File: src/rtl/supermario_pkg.sv
// Shared definitions for the supermario chip command link: mode encodings,
// flag bit positions, frame length and controller state encoding.
package supermario_pkg;

  localparam int unsigned SPI_LEN = 8;
  localparam int unsigned MODE_W  = 3;
  localparam int unsigned FLAG_W  = 5;

  localparam int unsigned FLAG_MIN       = 0;
  localparam int unsigned FLAG_MED       = 1;
  localparam int unsigned FLAG_MAX       = 2;
  localparam int unsigned FLAG_MAD       = 3;
  localparam int unsigned FLAG_DEBUG_MUX = 4;

  typedef enum logic [MODE_W-1:0] {
    MODE_CYCLE           = 3'b000,
    MODE_CYCLE_WGAIN     = 3'b001,
    MODE_DOUBLE_SAMPLING = 3'b010,
    MODE_SINGLE_PIXEL    = 3'b011,
    MODE_ADC_RESET       = 3'b110,
    MODE_IDLE            = 3'b111
  } mode_e;

  typedef struct packed {
    mode_e               mode;
    logic [FLAG_W-1:0]   flags;
  } cmd_t;

  typedef enum logic [1:0] {
    ST_IDLE,
    ST_SHIFT,
    ST_GAP,
    ST_WAIT_EOF
  } state_e;

  // Run modes start a frame on the chip that ends with an EoF pulse.
  function automatic logic mode_needs_eof(input mode_e mode);
    return (mode == MODE_CYCLE) || (mode == MODE_CYCLE_WGAIN) ||
           (mode == MODE_DOUBLE_SAMPLING);
  endfunction

endpackage

File: src/rtl/spi_byte_shifter.sv
// TX/RX shift registers and bit counter for one MSB-first SPI byte.
module spi_byte_shifter
  import supermario_pkg::*;
(
  input  logic               clk,
  input  logic               reset,
  input  logic               load,
  input  logic [SPI_LEN-1:0] load_data,
  input  logic               shift_en,
  input  logic               rx_bit,
  output logic               tx_bit,
  output logic [SPI_LEN-1:0] rx_byte_c,
  output logic               last_bit_c
);

  localparam int unsigned BIT_CNT_W = $clog2(SPI_LEN);

  logic [SPI_LEN-1:0]   tx_sr;
  logic [SPI_LEN-2:0]   rx_sr;
  logic [BIT_CNT_W-1:0] bit_cnt;

  // TX drains with zero fill so the line idles low once the byte is out.
  always_ff @(posedge clk) begin
    if (reset) begin
      tx_sr   <= '0;
      rx_sr   <= '0;
      bit_cnt <= '0;
    end else if (load) begin
      tx_sr   <= load_data;
      rx_sr   <= '0;
      bit_cnt <= '0;
    end else if (shift_en) begin
      tx_sr   <= {tx_sr[SPI_LEN-2:0], 1'b0};
      rx_sr   <= {rx_sr[SPI_LEN-3:0], rx_bit};
      bit_cnt <= bit_cnt + BIT_CNT_W'(1);
    end
  end

  assign tx_bit     = tx_sr[SPI_LEN-1];
  assign rx_byte_c  = {rx_sr, rx_bit};
  assign last_bit_c = (bit_cnt == BIT_CNT_W'(SPI_LEN - 1));

endmodule

File: src/rtl/spi_cmd_master.sv
// Sends one command byte to the chip, checks the echoed byte against the
// previous command, and waits for end-of-frame after run-mode commands.
module spi_cmd_master
  import supermario_pkg::*;
#(
  parameter int unsigned GAP_CYCLES     = 4,
  parameter int unsigned TIMEOUT_CYCLES = 262143
) (
  input  logic               clk,
  input  logic               reset,
  input  logic               cmd_valid,
  input  logic [SPI_LEN-1:0] cmd_data,
  output logic               cmd_ready,
  output logic               CS,
  output logic               SPI_FtoC,
  input  logic               SPI_CtoF,
  input  logic               EoF,
  output logic               echo_valid,
  output logic [SPI_LEN-1:0] echo_data,
  output logic               echo_error,
  output logic               frame_active,
  output logic               timeout
);

  localparam int unsigned CNT_W        = 20;
  localparam logic [CNT_W-1:0] GAP_LAST = CNT_W'(GAP_CYCLES - 1);
  localparam logic [CNT_W-1:0] TO_LAST  = CNT_W'(TIMEOUT_CYCLES - 1);

  state_e             state_q, state_d;
  cmd_t               cmd_q, cmd_d;
  logic [SPI_LEN-1:0] expected_q, expected_d;
  logic [CNT_W-1:0]   cnt_q, cnt_d;
  logic               cmd_ready_q, cmd_ready_d;
  logic               cs_q, cs_d;
  logic               echo_valid_q, echo_valid_d;
  logic [SPI_LEN-1:0] echo_data_q, echo_data_d;
  logic               echo_error_q, echo_error_d;
  logic               frame_active_q, frame_active_d;
  logic               timeout_q, timeout_d;

  logic               load_c;
  logic               shift_en_c;
  logic [SPI_LEN-1:0] rx_byte_c;
  logic               last_bit_c;

  spi_byte_shifter u_shifter (
    .clk        (clk),
    .reset      (reset),
    .load       (load_c),
    .load_data  (cmd_data),
    .shift_en   (shift_en_c),
    .rx_bit     (SPI_CtoF),
    .tx_bit     (SPI_FtoC),
    .rx_byte_c  (rx_byte_c),
    .last_bit_c (last_bit_c)
  );

  always_ff @(posedge clk) begin
    if (reset) begin
      state_q        <= ST_IDLE;
      cmd_q          <= '0;
      expected_q     <= '0;
      cnt_q          <= '0;
      cmd_ready_q    <= 1'b0;
      cs_q           <= 1'b1;
      echo_valid_q   <= 1'b0;
      echo_data_q    <= '0;
      echo_error_q   <= 1'b0;
      frame_active_q <= 1'b0;
      timeout_q      <= 1'b0;
    end else begin
      state_q        <= state_d;
      cmd_q          <= cmd_d;
      expected_q     <= expected_d;
      cnt_q          <= cnt_d;
      cmd_ready_q    <= cmd_ready_d;
      cs_q           <= cs_d;
      echo_valid_q   <= echo_valid_d;
      echo_data_q    <= echo_data_d;
      echo_error_q   <= echo_error_d;
      frame_active_q <= frame_active_d;
      timeout_q      <= timeout_d;
    end
  end

  // Next state and next registered outputs.
  always_comb begin
    state_d        = state_q;
    cmd_d          = cmd_q;
    expected_d     = expected_q;
    cnt_d          = cnt_q;
    cmd_ready_d    = 1'b0;
    cs_d           = 1'b1;
    echo_valid_d   = 1'b0;
    echo_data_d    = echo_data_q;
    echo_error_d   = echo_error_q;
    frame_active_d = 1'b0;
    timeout_d      = 1'b0;
    load_c         = 1'b0;
    shift_en_c     = 1'b0;

    unique case (state_q)
      ST_IDLE: begin
        cmd_ready_d = 1'b1;
        // cmd_ready_q is low for the first cycle out of reset.
        if (cmd_valid && cmd_ready_q) begin
          cmd_d       = cmd_t'(cmd_data);
          load_c      = 1'b1;
          cs_d        = 1'b0;
          cmd_ready_d = 1'b0;
          state_d     = ST_SHIFT;
        end
      end

      ST_SHIFT: begin
        shift_en_c = 1'b1;
        if (last_bit_c) begin
          state_d      = ST_GAP;
          cnt_d        = '0;
          echo_valid_d = 1'b1;
          echo_data_d  = rx_byte_c;
          echo_error_d = (rx_byte_c != expected_q);
          expected_d   = cmd_q;
        end else begin
          cs_d = 1'b0;
        end
      end

      ST_GAP: begin
        if (cnt_q == GAP_LAST) begin
          cnt_d = '0;
          if (mode_needs_eof(cmd_q.mode)) begin
            state_d        = ST_WAIT_EOF;
            frame_active_d = 1'b1;
          end else begin
            state_d     = ST_IDLE;
            cmd_ready_d = 1'b1;
          end
        end else begin
          cnt_d = cnt_q + CNT_W'(1);
        end
      end

      ST_WAIT_EOF: begin
        frame_active_d = 1'b1;
        // EoF takes priority over an expiring timeout in the same cycle.
        if (EoF) begin
          state_d        = ST_IDLE;
          frame_active_d = 1'b0;
          cmd_ready_d    = 1'b1;
        end else if (cnt_q == TO_LAST) begin
          state_d        = ST_IDLE;
          frame_active_d = 1'b0;
          cmd_ready_d    = 1'b1;
          timeout_d      = 1'b1;
        end else begin
          cnt_d = cnt_q + CNT_W'(1);
        end
      end

      default: state_d = ST_IDLE;
    endcase
  end

  assign cmd_ready    = cmd_ready_q;
  assign CS           = cs_q;
  assign echo_valid   = echo_valid_q;
  assign echo_data    = echo_data_q;
  assign echo_error   = echo_error_q;
  assign frame_active = frame_active_q;
  assign timeout      = timeout_q;

endmodule

File: config.mk
export PLATFORM = sky130hd
export DESIGN_NAME = spi_cmd_master
export DESIGN_NICKNAME = d
export VERILOG_FILES = /design/src/rtl/supermario_pkg.sv /design/src/rtl/spi_byte_shifter.sv /design/src/rtl/spi_cmd_master.sv
export SDC_FILE = /design/constraint.sdc
export NUM_CORES = 1
export LEC_CHECK = 0
export CAP_MARGIN = 15
export CORE_ASPECT_RATIO = 1.2
export CORE_MARGIN = 2
export CORE_UTILIZATION = 51
export CTS_BUF_LIST = sky130_fd_sc_hd__clkbuf_2 sky130_fd_sc_hd__clkbuf_4 sky130_fd_sc_hd__clkbuf_8
export DETAILED_ROUTE_END_ITERATION = 12
export PLACE_DENSITY_LB_ADDON = 0.3
export SLEW_MARGIN = 5
export SYNTH_ARGS = -nofsm -noshare
export SYNTH_HDL_FRONTEND = slang
export SYNTH_HIERARCHICAL = 1
export SYNTH_SLANG_ARGS = --single-unit
File: constraint.sdc
create_clock -name clk -period 3.1 [get_ports clk]
set_input_delay 0.775 -clock clk [delete_from_list [all_inputs] [get_ports clk]]
set_output_delay 0.775 -clock clk [all_outputs]
set_load 0.005 [all_outputs]
==> results.cfg, run 1 <==
[status]
status = finished, final reports clean

[synth]
synth_warnings = 6
async_flop_share_pct = 0
synthDistinctLibCells = 57
netlist_area_mm2 = 0.00324
seq_area_frac_synth_pct = 43.3
synth.largest_area_cell = dfxtp_1
synthMostInstantiatedCell = dfxtp_1
synth_top_area_share_pct = 43.3
ys_top_cells_by_area = dfxtp_1 43%, nand2_1 6.7%, a21oi_1 5.9%
synth-edff-count = 0
yosys_register_bits = 70
postSynthNetCount = 390
ys_top_cells_by_count = 70 x dfxtp_1, 58 x nand2_1, 38 x a21oi_1, 26 x nor2_1, 17 x mux2i_1
avgSynthCellArea_um2 = 8.68
ys.flop_type = dfxtp_1
synth_cells = 373

[worst_setup_path]
r2r_end = cnt_q[18]
worst-path-buf-inv = 1
r2r_cells = 7
reg2reg_from = u_shifter/bit_cnt[0]
worstPathMaxFanout = 15
crit_type = input pin to flip-flop
cp.required_ns = 3.37
worstPathCellList = clkdlybuf4s50_1, a21bo_2, and2_0, or4_1, a21oi_1
cp_slowest_cell = or4_1
cp_top_family = simple AND/OR/NAND/NOR gates
rrSetupSlack_ns = 0.73
cp-end-kind = flip-flop
critPathLaunchType = input pin
worst-path-stages = 5
arrival_ns = 2.66
max_stage_delay_ns = 0.59
crit_start = EoF

[finish]
antenna_cells = 0
drive_gt1_share_pct = 8.23
syn2layout_area_growth_pct = 16.7
nets = 413
design_area_mm2 = 0.00378

[route]
drt_first_pass_iters = 5
routed_via_density = 5.84
first_iter_violations = 125
drcViolationCount = 0
wl_per_cell_um = 14.9
num_vias = 2819
drtAntennaViolNets = 0
wl_mm = 7.20

[sta]
relSlewSlack_pct = 52.5
fin_tns_setup_ns = 0
tightestPinTransition_ns = 0.711
rsz0062_at_grt = no
final.period_utilization_pct = 77.0
final_hold_viol_count = 0
finalMaxSlewViolations = 0
worst_slack_ns = 0.715
clock_skew_ns = 0.00502
fmax_mhz = 419
finalCriticalPeriod_ns = 2.39
setup_viol = 0

[pwr]
p_per_area_mw_per_mm2 = 503
vdd_drop_max_uv = 312
switching_power_mw = 0.401
p_int_mw = 1.50
power_switching_share_pct = 21.1
pwr-share-comb_pct = 5.9
leakagePower_nw = 1.35
p_seq_share_pct = 49.0
clockPowerShare_pct = 45.0

[placement]
dpl.hpwl_mm = 4.96
dpl_cell_area_mm2 = 0.00354
portBuffers = 27
dp_worst_setup_slack_ns = 0.405
gp_congestion = 0.872

[clocking]
cts.path.max_buffers = 2
cts_resized = 0
htree_levels = 3
cts_tree = yes
post-cts-setup-buffers = 0
cts.sinks = 70
cts-hold-fix-buffers = 0
cts.clk_slew.worst_paths_ns = 0.07
clock-root-buffer = clkbuf_8
clk_latency_ns = 0.35
numCtsBuffers = 9

[grt]
antenna_found_initial = 0
grt_pass1_wl_mm = 12.6
grtUsageTotal_pct = 22.3
grt_overflow = 0
grt_pass1_vias = 2740
grt_max_degree = 24

[min_path]
hold_end = echo_data[5]
worstHoldStart = echo_data[5]
hold_depth = 2
hold_path_class = flip-flop to flip-flop

[floorplan]
rows = 31
dieArea_mm2 = 0.00700
initial_core_util_pct = 53.2
die_h_um = 91.3
fp.dieW_um = 76.7
core_area_mm2 = 0.00609
io_pins = 28

[job]
maxCapViolCount = 0
-- how the worst max path moves through the flow --
stage	end	slack, ns
2_1_floorplan	u_shifter/tx_sr[0]	0.95
3_3_place_gp	cnt_q[11]	0.46
3_5_place_dp	cnt_q[10]	0.40
4_1_cts	cnt_q[12]	0.69
5_1_grt	cnt_q[14]	0.50
6_report	cnt_q[10]	0.71
-- worst reg2reg max path: cells and delay by family (launching register included) --
family,cells,cell delay (ns)
simple gates,3,1.00
fa+ha+maj,2,0.39
compound gates,1,0.36
flops,1,0.35
buf+inv,1,0.16
-- cells in the final DEF, fill, tap and decap left out, types with 9 or more instances in the layout --
cell type	Yosys	layout
dfxtp_1	70	70
nand2_1	58	58
a21oi_1	38	38
clkdlybuf4s50_1	0	27
nor2_1	26	25
mux2i_1	17	17
nand3_1	14	14
clkbuf_8	0	12
o31ai_1	11	11
inv_1	9	9
a211oi_1	9	9
-- flip-flops by register name, summed over array words and instances, names as in the netlist --
| name | cells |
|---|---|
| CS | 1 |
| cnt_q | 20 |
| state_q | 2 |
| u_shifter/rx_sr | 7 |
| expected_q | 8 |
| u_shifter/tx_sr | 8 |
| frame_active | 1 |
| echo_error | 1 |
| cmd_ready | 1 |
| u_shifter/bit_cnt | 3 |
| cmd_q | 8 |
| timeout | 1 |
| echo_data | 8 |
| echo_valid | 1 |
-- power by group through the flow --
stage / clock (mW) / sequential, mW / combinational [mW]
floorplan: 0 / 0.949 / 0.0725
global route: 0.908 / 0.933 / 0.123
finish: 0.855 / 0.931 / 0.113
CTS: 0.870 / 0.931 / 0.113
detailed placement: 0 / 0.952 / 0.112
global placement: 0 / 0.951 / 0.110
-- per-stage QoR --
step,hold WS [ns],power (mW),utilization [%],cells
floorplan,0.432,1.02,-,373
global placement,0.445,1.06,58.1,467
detailed placement,0.448,1.06,58.1,467
CTS,0.458,1.91,62.0,483
global route,0.473,1.96,62.0,483
finish,0.454,1.90,62.0,483
-- per-layer routing --
metal  track usage, %  routed length [um]  vias up
met5                0                   0        -
met4             11.7                 161        0
met3             4.27                 329       16
met2             38.7                3740       83
met1             25.8                2970     1328
li1                 -                   -     1392
-- area by class of cell --
class | instances | area [um2]
Inverter | 10 | 37.5
Clock buffer | 13 | 173
Multi-Input combinational cell | 272 | 1680
Sequential cell | 70 | 1400
Clock inverter | 3 | 65.1
Fill cell | 558 | 2310
Tap cell | 82 | 103
Timing Repair Buffer | 33 | 315
-- cell families after synthesis --
kind of cell	after synthesis	share of synthesized area, %
adders and majority gates	4	1.55
xor gates and xnor gates	9	2.44
and+or+nand+nor	156	25.0
buffers and inverters	31	4.83
DFF	70	43.3
muxes	17	5.26
AOI/OAI and AO/OA	86	17.6
No activity file was read; power rests on OpenSTA's default activity.
==> run 2: changes to the inputs <==
==> constraint.sdc (replaced) <==
create_clock -name clk -period 2.3 [get_ports clk]
set_input_delay 0.575 -clock clk [delete_from_list [all_inputs] [get_ports clk]]
set_output_delay 0.575 -clock clk [all_outputs]
set_load 0.005 [all_outputs]
==> results.cfg, run 2 (same netlist as run 1, synthesis figures left out) <==
[status]
status = finished, final reports clean

[sta]
relSlewSlack_pct = 64.2
fin_tns_setup_ns = 0
finalMaxSlewViolations = 0
rsz0062_at_grt = no
final_hold_viol_count = 0
setup_viol = 0
final.period_utilization_pct = 89.0
finalCriticalPeriod_ns = 2.05
fmax_mhz = 489
tightestPinTransition_ns = 0.536
clock_skew_ns = 0.00651

[worst_setup_path]
arrival_ns = 2.29
crit_type = flip-flop to flip-flop
rrSetupSlack_ns = 0.25
worstPathMaxFanout = 9
critPathLaunchType = flip-flop
reg2reg_from = cnt_q[3]
r2r_end = cnt_q[18]
cp.required_ns = 2.54
r2r_cells = 5
cp-end-kind = flip-flop

[pwr]
switching_power_mw = 0.568
p_int_mw = 1.91
p_seq_share_pct = 50.7
clockPowerShare_pct = 42.9
pwr-share-comb_pct = 6.4
leakagePower_nw = 1.40
vdd_drop_max_uv = 402
p_per_area_mw_per_mm2 = 640
power_switching_share_pct = 23.0

[floorplan]
io_pins = 28
die_h_um = 91.3
core_area_mm2 = 0.00609
dieArea_mm2 = 0.00700
rows = 31
initial_core_util_pct = 53.2
fp.dieW_um = 76.7

[route]
drtAntennaViolNets = 0
wl_per_cell_um = 14.8
drt_first_pass_iters = 4
wl_mm = 7.37
first_iter_violations = 191
num_vias = 2893
routed_via_density = 5.81
drcViolationCount = 0

[grt]
grt_overflow = 0
grt_pass1_vias = 2784
grt_max_degree = 23
grtUsageTotal_pct = 22.4
antenna_found_initial = 0
grt_pass1_wl_mm = 12.5

[finish]
final_cell_mix = 70 x dfxtp_1, 58 x nand2_1, 38 x a21oi_1
largest_register_ff_count = 20
fillCellCount = 535
final_common_cell = dfxtp_1
layoutNonFillerInstCount = 498
nets = 428
drive_gt1_share_pct = 11.5
syn2layout_area_growth_pct = 19.6
regMostFlops = cnt_q
antenna_cells = 0

[clocking]
cts-hold-fix-buffers = 0
cts_tree = yes
numCtsBuffers = 9
clock-root-buffer = clkbuf_8
cts.clk_slew.worst_paths_ns = 0.07
cts_resized = 0
cts.sinks = 70
clk_latency_ns = 0.35
post-cts-setup-buffers = 0
htree_levels = 3
cts.path.max_buffers = 2

[min_path]
hold_end = cmd_q[1]
hold_path_class = flip-flop to flip-flop
worstHoldStart = cmd_q[1]
hold_depth = 2

[placement]
gp_congestion = 0.907
place_inst = 482
dpl.hpwl_mm = 5.08
portBuffers = 27

[job]
maxCapViolCount = 0
-- run 2: cell types whose count changed in the layout (fill, tap and decap cells not counted), sizes merged --
cell,change
buf,+15
clkinvlp,+2
bufinv,-1
clkbuf,-1
-- run 2: critical path, cell delays in order (launching register included) --
cell and delay, ns:
dfxtp_1 0.49, nand4_2 0.23, nor3_4 0.41, nand3_2 0.18
and3_1 0.29, a221o_1 0.33
-- run 2: power groups by stage --
stage	Combinational, mW	Sequential [mW]	Clock (mW)
after floorplan	0.0977	1.28	0
after global placement	0.156	1.28	0
after detailed placement	0.158	1.28	0
after CTS	0.160	1.25	1.07
after global routing	0.174	1.26	1.12
final	0.159	1.25	1.06
-- run 2: cell type report --
type	instances	area [um2]	area share, %
Sequential cell	70	1400	36.2
Inverter	10	37.5	0.970
Clock inverter	4	53.8	1.39
Timing Repair Buffer	48	428	11.1
Tap cell	82	103	2.65
Clock buffer	12	165	4.27
Multi-Input combinational cell	272	1680	43.5
-- run 2: how the worst max path moves through the flow --
stage	from	endpoint	slack [ns]	cells past startpoint
global placement	EoF	cnt_q[10]	0.001	5
global route	u_shifter/bit_cnt[0]	cnt_q[6]	0.1	6
floorplan	cmd_valid	u_shifter/tx_sr[0]	0.35	7
finish	cnt_q[3]	cnt_q[18]	0.25	5
detailed placement	EoF	cnt_q[7]	-0.11	5
CTS	u_shifter/bit_cnt[0]	cnt_q[7]	0.24	6
-- run 2: per-stage QoR --
stage	total power, mW	hold WS [ns]	area [um2]	util (%)	setup slack (ns)
2_1_floorplan	1.38	0.432	3240	-	0.348
3_3_place_gp	1.44	0.445	3650	60.0	0.00102
3_5_place_dp	1.44	0.448	3650	60.0	-0.105
4_1_cts	2.49	0.455	3870	63.6	0.245
5_1_grt	2.55	0.476	3870	63.6	0.0968
6_report	2.48	0.454	3870	63.6	0.253
-- run 2: routing by layer --
metal | GRT usage [%] | wire [um] | vias up
met3 | 3.78 | 222 | 24
met4 | 14.4 | 269 | 0
met2 | 39.3 | 3800 | 58
met1 | 24.9 | 3080 | 1389
li1 | - | - | 1422
met5 | 0 | 0 | -
==> run 3: changes to the inputs <==
--- a/config.mk
+++ b/config.mk
@@ -6,9 +6,11 @@
 export NUM_CORES = 1
 export LEC_CHECK = 0
 export CAP_MARGIN = 15
+export CELL_PAD_IN_SITES_DETAIL_PLACEMENT = 0
+export CELL_PAD_IN_SITES_GLOBAL_PLACEMENT = 1
 export CORE_ASPECT_RATIO = 1.2
 export CORE_MARGIN = 2
-export CORE_UTILIZATION = 51
+export CORE_UTILIZATION = 45
 export CTS_BUF_LIST = sky130_fd_sc_hd__clkbuf_2 sky130_fd_sc_hd__clkbuf_4 sky130_fd_sc_hd__clkbuf_8
 export DETAILED_ROUTE_END_ITERATION = 12
 export PLACE_DENSITY_LB_ADDON = 0.3
==> results.cfg, run 3 (same netlist as run 1, synthesis figures left out) <==
[sta]
finalCriticalPeriod_ns = 2.09
finalMaxSlewViolations = 0
final.period_utilization_pct = 90.9
final_hold_viol_count = 0
fmax_mhz = 478
setup_viol = 0
clock_skew_ns = 0.00840
relSlewSlack_pct = 65.2
fin_tns_setup_ns = 0
rsz0062_at_grt = no
tightestPinTransition_ns = 0.521

[route]
drt_first_pass_iters = 5
num_vias = 2841
first_iter_violations = 90
drcViolationCount = 0
routed_via_density = 5.61
drtAntennaViolNets = 0
wl_mm = 7.48
wl_per_cell_um = 14.8

[worst_setup_path]
worstPathCellList = ha_1, ha_1, nand3b_1, and2_0, or4_1, a21oi_1
worst-path-buf-inv = 0
rrSetupSlack_ns = 0.21
cp_slowest_cell = or4_1
r2r_end = cnt_q[11]
cp_top_family = simple AND/OR/NAND/NOR gates
r2r_cells = 6
cp.required_ns = 2.57
cp_common_cell = ha_1
arrival_ns = 2.36
cp-end-kind = flip-flop
max_stage_delay_ns = 0.57
reg2reg_from = u_shifter/bit_cnt[0]
worstPathMaxFanout = 12
critPathLaunchType = flip-flop
crit_type = flip-flop to flip-flop

[clocking]
post-cts-setup-buffers = 0
cts_tree = yes
cts_resized = 0
htree_levels = 3
cts.path.max_buffers = 2
clock-root-buffer = clkbuf_8
cts-hold-fix-buffers = 0
clk_latency_ns = 0.34
cts.clk_slew.worst_paths_ns = 0.08
numCtsBuffers = 9
cts.sinks = 70

[job]
maxCapViolCount = 0

[floorplan]
die_h_um = 96.9
initial_core_util_pct = 46.9
io_pins = 28
dieArea_mm2 = 0.00789
fp.dieW_um = 81.4
core_area_mm2 = 0.00690
rows = 33

[finish]
syn2layout_area_growth_pct = 20.4
final_common_cell = dfxtp_1
largest_register_ff_count = 20
fillCellCount = 643
fin_util_pct = 56.5
final_cell_mix = 70 x dfxtp_1, 58 x nand2_1, 38 x a21oi_1
regMostFlops = cnt_q
nets = 431
regArea_mm2 = 0.00140
drive_gt1_share_pct = 12.2
antenna_cells = 0
multiInputGateArea_mm2 = 0.00168

[pwr]
vdd_drop_max_uv = 469
p_per_area_mw_per_mm2 = 642
leakagePower_nw = 1.43

[grt]
grt_max_degree = 38
grtUsageTotal_pct = 20.4
antenna_found_initial = 0
grt_pass1_vias = 2737
grt_overflow = 0
grt_pass1_wl_mm = 12.7

[status]
status = finished, final reports clean

[placement]
portBuffers = 27
gp_congestion = 0.793
dpl.hpwl_mm = 5.29

[min_path]
hold_end = expected_q[4]
hold_path_class = flip-flop to flip-flop
worstHoldStart = cmd_q[4]
hold_depth = 2
## run 3: cell type report
class	instances	share of cell area (%)
clock buffers	10	3.37
clock inverters	6	2.22
inverters	10	0.963
multi-input cells	272	43.1
flip-flops and latches	70	36.0
well taps	87	2.79
repair buffers	51	11.6
## run 3: tightest hold or removal path, stage by stage (launching register included)
cell and delay [ns]:
dfxtp_1 0.31, nand2_1 0.05, a21oi_1 0.05
## run 3: through the flow
stage                     hold WS (ns)  total power, mW  setup WS [ns]  area, um2  instances
after global placement           0.443             1.44         0.0105       3680        490
after CTS                        0.459             2.53          0.200       3900        506
after floorplan                  0.432             1.38          0.348       3240        373
after detailed placement         0.449             1.45        -0.0718       3680        490
final                            0.454             2.50          0.209       3900        506
after global routing             0.471             2.61         0.0666       3900        506
## run 3: layer usage
layer | vias up | global-route usage [%] | part of all wire, %
met1 | 1349 | 25.3 | 43
met3 | 9 | 4.76 | 3.5
met5 | - | 0 | 0
met4 | 0 | 6.39 | 1.2
li1 | 1435 | - | -
met2 | 48 | 34.5 | 53
## run 3: power by group
group,leakage [nW],internal [mW],switching (mW)
registers,0.566,1.24,0.0178
clock network,0.110,0.620,0.465
logic,0.750,0.0796,0.0808
## run 3: worst max-delay path by stage
stage,startpoint,to,slack (ns),cells after the start
6_report,u_shifter/bit_cnt[0],cnt_q[11],0.21,6
3_3_place_gp,EoF,cnt_q[10],0.01,5
5_1_grt,u_shifter/bit_cnt[0],cnt_q[11],0.07,6
4_1_cts,u_shifter/bit_cnt[0],cnt_q[11],0.20,6
3_5_place_dp,EoF,cnt_q[11],-0.07,5
2_1_floorplan,cmd_valid,u_shifter/tx_sr[0],0.35,7
